<file path="src/rtl/mem_stage.sv">
// mem_stage: pipeline memory-access stage that issues LOAD/STORE on a req/ack bus and stalls upstream meanwhile.
// Define MEM_TIMEOUT_EN to abort an access after TIMEOUT_CYCLES WAIT cycles without d_ack (sticky mem_err).

`ifndef EXEC
`define EXEC 2'b01
`endif
`ifndef NOP
`define NOP 5'b00000
`endif
`ifndef LOAD
`define LOAD 5'b00010
`endif
`ifndef STORE
`define STORE 5'b00011
`endif

module mem_stage #(
  parameter int TIMEOUT_CYCLES = 15
) (
  input  logic        clock,
  input  logic        reset,
  input  logic [1:0]  state,
  input  logic [15:0] mem_ir,
  input  logic [15:0] reg_C,
  input  logic [15:0] smdr1,
  input  logic        dw,
  input  logic [15:0] d_rdata,
  input  logic        d_ack,
  output logic        d_req,
  output logic        d_we,
  output logic [15:0] d_addr,
  output logic [15:0] d_wdata,
  output logic [15:0] wb_ir,
  output logic [15:0] reg_C1,
  output logic        stall,
  output logic        mem_err
);

  typedef enum logic {IDLE, WAIT} fsm_e;

  fsm_e        fsm_q, fsm_d;
  logic        req_q, req_d, we_q, we_d;
  logic [15:0] addr_q, addr_d, wdata_q, wdata_d;
  logic [15:0] wb_ir_q, wb_ir_d, res_q, res_d, ir_q, ir_d;
  logic        exec_now, is_load, is_store, mem_op, launch, timeout_hit, stall_c;

  assign exec_now = (state == `EXEC);
  assign is_load  = (mem_ir[15:11] == `LOAD);
  assign is_store = (mem_ir[15:11] == `STORE);
  assign mem_op   = is_load | (is_store & dw);
  assign launch   = (fsm_q == IDLE) && exec_now && mem_op;

  always_ff @(posedge clock or negedge reset) begin
    if (!reset) fsm_q <= IDLE;
    else        fsm_q <= fsm_d;
  end

  always_comb begin
    fsm_d = fsm_q;
    case (fsm_q)
      IDLE:    if (launch) fsm_d = WAIT;
      WAIT:    if (d_ack || timeout_hit) fsm_d = IDLE;
      default: fsm_d = IDLE;
    endcase
  end

  // A timeout abort drops stall in its own cycle so upstream can move on.
  always_comb begin
    req_d   = req_q;
    we_d    = we_q;
    addr_d  = addr_q;
    wdata_d = wdata_q;
    wb_ir_d = wb_ir_q;
    res_d   = res_q;
    ir_d    = ir_q;
    stall_c = 1'b0;
    case (fsm_q)
      IDLE: begin
        if (exec_now) begin
          if (mem_op) begin
            req_d   = 1'b1;
            we_d    = is_store;
            addr_d  = reg_C;
            wdata_d = smdr1;
            ir_d    = mem_ir;
            wb_ir_d = {`NOP, 11'b0};
            stall_c = 1'b1;
          end else begin
            wb_ir_d = mem_ir;
            res_d   = reg_C;
          end
        end
      end
      WAIT: begin
        if (d_ack) begin
          req_d   = 1'b0;
          we_d    = 1'b0;
          wb_ir_d = ir_q;
          res_d   = (ir_q[15:11] == `LOAD) ? d_rdata : addr_q;
        end else if (timeout_hit) begin
          req_d   = 1'b0;
          we_d    = 1'b0;
          wb_ir_d = {`NOP, 11'b0};
        end else begin
          stall_c = 1'b1;
        end
      end
      default: stall_c = 1'b0;
    endcase
  end

  always_ff @(posedge clock or negedge reset) begin
    if (!reset) begin
      req_q   <= 1'b0;
      we_q    <= 1'b0;
      addr_q  <= '0;
      wdata_q <= '0;
      wb_ir_q <= '0;
      res_q   <= '0;
      ir_q    <= '0;
    end else begin
      req_q   <= req_d;
      we_q    <= we_d;
      addr_q  <= addr_d;
      wdata_q <= wdata_d;
      wb_ir_q <= wb_ir_d;
      res_q   <= res_d;
      ir_q    <= ir_d;
    end
  end

`ifdef MEM_TIMEOUT_EN
  localparam int CNT_W = $clog2(TIMEOUT_CYCLES + 1);

  logic [CNT_W-1:0] cnt_q, cnt_d;
  logic             err_q, err_d;

  // The limit is reached in the WAIT cycle that would be the TIMEOUT_CYCLES-th without an ack.
  assign timeout_hit = (fsm_q == WAIT) && !d_ack && (cnt_q == CNT_W'(TIMEOUT_CYCLES - 1));

  always_comb begin
    cnt_d = cnt_q;
    err_d = err_q;
    if (launch)
      cnt_d = '0;
    else if ((fsm_q == WAIT) && !d_ack)
      cnt_d = cnt_q + 1'b1;
    if (timeout_hit) err_d = 1'b1;
  end

  always_ff @(posedge clock or negedge reset) begin
    if (!reset) begin
      cnt_q <= '0;
      err_q <= 1'b0;
    end else begin
      cnt_q <= cnt_d;
      err_q <= err_d;
    end
  end

  assign mem_err = err_q;
`else
  assign timeout_hit = 1'b0;
  assign mem_err     = 1'b0;
`endif

  assign d_req   = req_q;
  assign d_we    = we_q;
  assign d_addr  = addr_q;
  assign d_wdata = wdata_q;
  assign wb_ir   = wb_ir_q;
  assign reg_C1  = res_q;
  // Gating with reset keeps stall low while reset is held, even if a launch is presented.
  assign stall   = stall_c & reset;

endmodule
</file>
<file path="config.mk">
export PLATFORM = sky130hd
export DESIGN_NAME = mem_stage
export DESIGN_NICKNAME = d
export VERILOG_FILES = /design/src/rtl/mem_stage.sv
export SDC_FILE = /design/constraint.sdc
export NUM_CORES = 1
export LEC_CHECK = 0
export CAP_MARGIN = 15
export CORE_MARGIN = 2
export CORE_UTILIZATION = 46
export DETAILED_ROUTE_END_ITERATION = 10
export PLACE_DENSITY = 0.79
export SLEW_MARGIN = 10
export SYNTH_ARGS = -nofsm -noshare
export SYNTH_HDL_FRONTEND = slang
export SYNTH_SLANG_ARGS = --single-unit
export TNS_END_PERCENT = 100
</file>
<file path="constraint.sdc">
create_clock -name clock -period 2.39 [get_ports clock]
set_clock_uncertainty 0.2 [all_clocks]
set_input_delay 0.478 -clock clock [delete_from_list [all_inputs] [get_ports clock]]
set_output_delay 0.478 -clock clock [all_outputs]
set_load 0.02 [all_outputs]
</file>
* After elaboration in Yosys (flattened, before gate mapping) *
Index checks and enable logic that the tools add are counted.

storage, ports and cells
  output and inout bits = 68
  bits in registers = 83
  bits of input ports = 70
  logic and storage cells = 48

cells by class
  mux-type cells = 22
  bitwise operators = 4
  reductions and logical operators = 6
  equality and inequality tests = 8

operators by type and width
  operator                                              number
  two-way mux 16 bit                                    7
  case mux 16 bit (2 select lines)                      2
  equality test 5 x 2 -> 1 bit (second input constant)  3
  two-way mux 1 bit                                     9
  AND reduction 3 bit                                   3
  != test 2 bit (second input constant)                 4
  case mux 1 bit (2 select lines)                       4
  bitwise AND 1 bit                                     2
  equality test 2 x 1 -> 1 bit (second input constant)  1
  logical AND 1 bit                                     2
  AND reduction 2 bit                                   1
  inverter 1 bit                                        1
  OR 1 bit                                              1

* Depth between registers and ports, before layout *
  word-level depth = 7
  gate-level depth with buffers = 6
  gate-level depth less buffers = 4

* Least setup slack after synthesis *
Ideal clock, no wire load.

  path kind = input -> output
  from = input mem_ir[15]
  to = output stall
  data arrival time = 1,605 ps
  stages on the path = 5
  required time = 1,712 ps
  path buffers = 1
  path slack = 107 ps
  cell sequence = nor4b_4 nand3_2 buf_6 o21ai_0 and2_1

between the ends
  word-level cells in the longest chain between the ends = 7
  elaborated cells on any way between the ends = 8
  those cells by class = eq/ne: 2; mux: 3; bitwise: 3

ends and longest elaborated chain
  what                                           line  RTL
  start, declared                                23    input logic [15:0] mem_ir,
  equality test 5 x 2 -> 1 bit (no source line)  -
  bitwise AND 1 bit                              50    assign mem_op = is_load | (is_store & dw);
  OR 1 bit (*)                                   50
  two-way mux 1 bit (*)                          80    if (mem_op) begin
  two-way mux 1 bit (*)                          79    if (exec_now) begin
  case mux 1 bit (2 select lines) (*)            77    case (fsm_q)
  bitwise AND 1 bit (*)                          174   assign stall = stall_c & reset;
  end, declared                                  35    output logic stall,

Mark *: on every way between the ends. The rest lies on a longest branch, timed or not.

* Worst setup path in the final report *
  from = input state[0]
  to = output stall

between the ends
  word-level cells in the longest chain between the ends = 4

ends and longest elaborated chain
  what                                           line  RTL
  start, declared                                22    input logic [1:0] state,
  equality test 2 x 1 -> 1 bit (no source line)  -
  two-way mux 1 bit                              79
  case mux 1 bit (2 select lines)                77
  bitwise AND 1 bit                              174

Every way passes these cells.

==> results_tabular.tex <==
\begin{tabular}{lr}
\hline
Metric & Value \\
\hline
\multicolumn{2}{l}{\textbf{Setup path}} \\
Largest fanout on the critical path & 2 \\
Arrival time reported for the critical path endpoint & 1.61 ns \\
Worst R2R Start & fsm\_q\$\_DFF\_PN0\_ \\
Data required time of the worst path & 1.71 ns \\
Capturing element type of the critical path & output pin \\
Critical path startpoint & state[0] \\
Crit Path Category & input port to output pin \\
Startpoint kind of the worst setup timing path & input port \\
\multicolumn{2}{l}{\textbf{Layout}} \\
Count of nets after finishing & 530 \\
Antenna diode count & 0 \\
Count of fill cells added during filler insertion & 626 \\
Post-layout util & 66.61\% \\
Design area & 5724 um\^{}2 \\
Multi-input gate area & 1774 um\^{}2 \\
Register Area & 2077 um\^{}2 \\
Synthesis-to-layout area growth & 42.39\% \\
Fraction of layout cells with a size suffix above 1 & 23.66\% \\
\multicolumn{2}{l}{\textbf{Power and ir drop}} \\
Internal power contribution & 2653 uW \\
Power after layout & 3914 uW \\
Share of power burned in registers & 44.7\% \\
Sw Pwr & 1261 uW \\
Cell area power density & 683.8 nW/um\^{}2 \\
Sw frac & 32.22\% \\
Peak VDD IR & 0.4359 mV \\
Combinational cell fraction of total power & 31.8\% \\
Part of the total power dissipated in the clock network & 23.5\% \\
Leakage power & 0.002537 uW \\
\multicolumn{2}{l}{\textbf{Global routing}} \\
Wire length of the first global-routing pass & 16.48 mm \\
Overall global routing resource usage & 21.39\% \\
Maximum number of pins on one net before global-route repair & 84 \\
Via count of the first global-routing pass & 3259 \\
Antenna violations before repair & 0 \\
Grt total ovfl & 0 \\
\multicolumn{2}{l}{\textbf{Placement}} \\
Input/output buffers & 136 \\
Gp weighted congestion & 0.8714 \\
Final HPWL from detailed placement & 6.851 mm \\
Placed Instance Area & 5487 um\^{}2 \\
\multicolumn{2}{l}{\textbf{Clocking}} \\
Clock Tree Buf Depth & 2 \\
Worst skew pair latency & 0.35 ns \\
Number of clock sinks seen by CTS & 83 \\
Depth of the CTS H-tree & 3 \\
Number of buffers created by CTS & 9 \\
Clock slew seen by the registers of the worst setup and hold paths & 0.09 ns \\
Clock tree root buffer cell & sky130\_fd\_sc\_hd\_\_clkbuf\_8 \\
CTS tree & yes \\
\multicolumn{2}{l}{\textbf{Timing}} \\
Max\_slew headroom & 56.30\% \\
Number of endpoints with negative hold slack in the final report & 0 \\
Final critical-path share of the clock period & 95.76\% \\
Max Fclk & 437.0 MHz \\
Tightest Pin Transition & 0.6555 ns \\
Setup repair after global routing missed its margin & no \\
Setup-failing EPs final & 0 \\
Max-slew violations & 0 \\
Time the worst path needs with I/O delays and setup & 2.289 ns \\
\multicolumn{2}{l}{\textbf{Floorplanning}} \\
Placement row count & 34 \\
Die ar. & 9503 um\^{}2 \\
Die Y & 97.49 um \\
Initial core utilization & 46.78\% \\
DIE WIDTH & 97.49 um \\
Top-level I/O count & 138 \\
Area of the core & 8593 um\^{}2 \\
\multicolumn{2}{l}{\textbf{Routing}} \\
DRC violation total after the first TritonRoute iteration & 90 \\
DR vias & 3126 \\
1st-pass router iterations & 4 \\
DRC Markers & 0 \\
Number of vias per cell & 5.455 \\
Routed wire length & 10.07 mm \\
Detailed-route wire length per cell & 17.57 um \\
Antenna Nets Post-Route & 0 \\
\multicolumn{2}{l}{\textbf{Yosys}} \\
Combined area of all synthesized cells & 4020 um\^{}2 \\
Part of the Yosys area used for sequential elements & 51.67\% \\
Mean instance size in the synthesized netlist & 12.68 um\^{}2 \\
Post-synthesis net count & 387 \\
Number of synthesized register bits & 83 \\
Yosys cell types & 32 \\
Number of warnings reported in the yosys synthesis log & 0 \\
Gate count after technology mapping & 317 \\
\multicolumn{2}{l}{\textbf{Min path}} \\
Classification of the worst-slack hold path & input port to async pin \\
\multicolumn{2}{l}{\textbf{Outcome}} \\
Result of the run & finished, final reports clean \\
\multicolumn{2}{l}{\textbf{Job}} \\
Total of max-cap violations & 0 \\
\hline
\end{tabular}
power by group through the flow:
stage	combinational, uW	clock [uW]	sequential, uW
CTS	1250	945	1750
finish	1240	919	1750
floorplan	432	0	1970
global placement	1220	0	1760
detailed placement	1250	0	1780
global route	1330	1000	1780
repair_timing:
action | in CTS | in global routing
buffers inserted | 2 | 0
setup endpoints to repair | 1 | 3
pin swaps | 2 | 2
hold buffers | 0 | 0
resized for setup | 12 | 3
endpoints found under the hold margin | 0 | 0
critical path, stage by stage:
cell and delay, ns:
sky130_fd_sc_hd__clkdlybuf4s50_1 0.46, sky130_fd_sc_hd__nor3b_4 0.21, sky130_fd_sc_hd__nand3_2 0.11, sky130_fd_sc_hd__o21ai_2 0.09, sky130_fd_sc_hd__and2_4 0.17, sky130_fd_sc_hd__buf_6 0.11
worst paths after layout:
kind	slack, ns	endpoint	cells past startpoint
worst max-delay path	0.10	stall	6
worst min-delay path	0.01	ir_q[8]$_DFFE_PN0P_	2
worst max register to register	0.40	wb_ir[0]$_DFFE_PN0P_	6
worst min register to register	0.29	wb_ir[11]$_DFFE_PN0P_	2
max in group asynchronous	1.36	reg_C1[10]$_DFFE_PN0P_	3
min in group clock	0.29	wb_ir[11]$_DFFE_PN0P_	2
state kept, by name (all words and copies together), names as in the netlist:
name     count
d_wdata     16
fsm_q        1
reg_C1      16
wb_ir       16
d_addr      16
d_req        1
d_we         1
ir_q        16
placed cells by master, fill, tap and decap left out, types with 2 or more instances in the layout:
master                            instances
sky130_fd_sc_hd__a221oi_2                16
sky130_fd_sc_hd__nand2_1                 21
sky130_fd_sc_hd__clkinv_2                 2
sky130_fd_sc_hd__buf_12                   4
sky130_fd_sc_hd__clkdlybuf4s50_1        130
sky130_fd_sc_hd__o21ai_0                 19
sky130_fd_sc_hd__and2_1                  15
sky130_fd_sc_hd__nand2b_1                 2
sky130_fd_sc_hd__o21ai_2                  3
sky130_fd_sc_hd__inv_6                    2
sky130_fd_sc_hd__nor3_1                  16
sky130_fd_sc_hd__buf_4                   16
sky130_fd_sc_hd__buf_6                    2
sky130_fd_sc_hd__clkbuf_8                 9
sky130_fd_sc_hd__dfrtp_1                 83
sky130_fd_sc_hd__dlygate4sd2_1            4
sky130_fd_sc_hd__o21ai_1                 11
sky130_fd_sc_hd__a31oi_1                 13
sky130_fd_sc_hd__mux2_2                  44
sky130_fd_sc_hd__clkinvlp_4               2
sky130_fd_sc_hd__mux2i_1                 35
routing by layer:
layer | GRT usage, % | wire length, um
met1 | 28.10 | 4249
met2 | 35.12 | 4910
met3 | 7.122 | 834
met4 | 3.846 | 73
met5 | 0 | 0
synthesized netlist by cell type (all sizes together):
cell type,n,area [um^2]
buf,14,151.4
nand2b,3,26.27
o21ai,33,172.7
nor3b,1,12.51
inv,1,3.750
nand4,1,6.260
mux2,44,495.5
nand2,21,78.83
a21oi,1,5.000
nand3,1,10.01
mux2i,35,350.3
dfrtp,83,2077
o22ai,1,6.260
a21boi,2,18.77
a21bo,1,10.01
nor4,1,21.27
conb,1,3.750
nor4b,1,23.77
and2,17,107.6
a31oi,13,81.33
a221oi,16,240.2
nor3,16,80.08
clkbuf,10,37.54
cell families after synthesis:
kind of cell	after synthesis	share of synthesized area, %
flops	83	51.67
simple gates	62	9.119
buf+inv	25	4.793
other cells	1	0.09328
mux	79	21.04
compound gates	67	13.29
area by class of cell:
cell class              count  share of cell area, %
clock inverters             7                 0.8962
flip-flops and latches     83                  36.28
repair buffers            156                  27.24
multi-input cells         209                  30.99
clock buffers               9                  2.164
inverters                   1                0.06557
well taps                 108                  2.361
metrics by stage:
step | std cells | setup WS [ns] | hold slack, ns | TNS, ns
6_report | 573 | 0.1015 | 0.01337 | 0
5_1_grt | 573 | 0.003315 | 0.05357 | 0
4_1_cts | 571 | 0.06490 | 0.2484 | 0
3_5_place_dp | 553 | -0.6423 | 0.2684 | -11.59
3_3_place_gp | 553 | -0.6122 | 0.2611 | -7.934
2_1_floorplan | 317 | 0.1068 | -0.01759 | 0
Note: power is estimated with default switching activity, not from simulation.
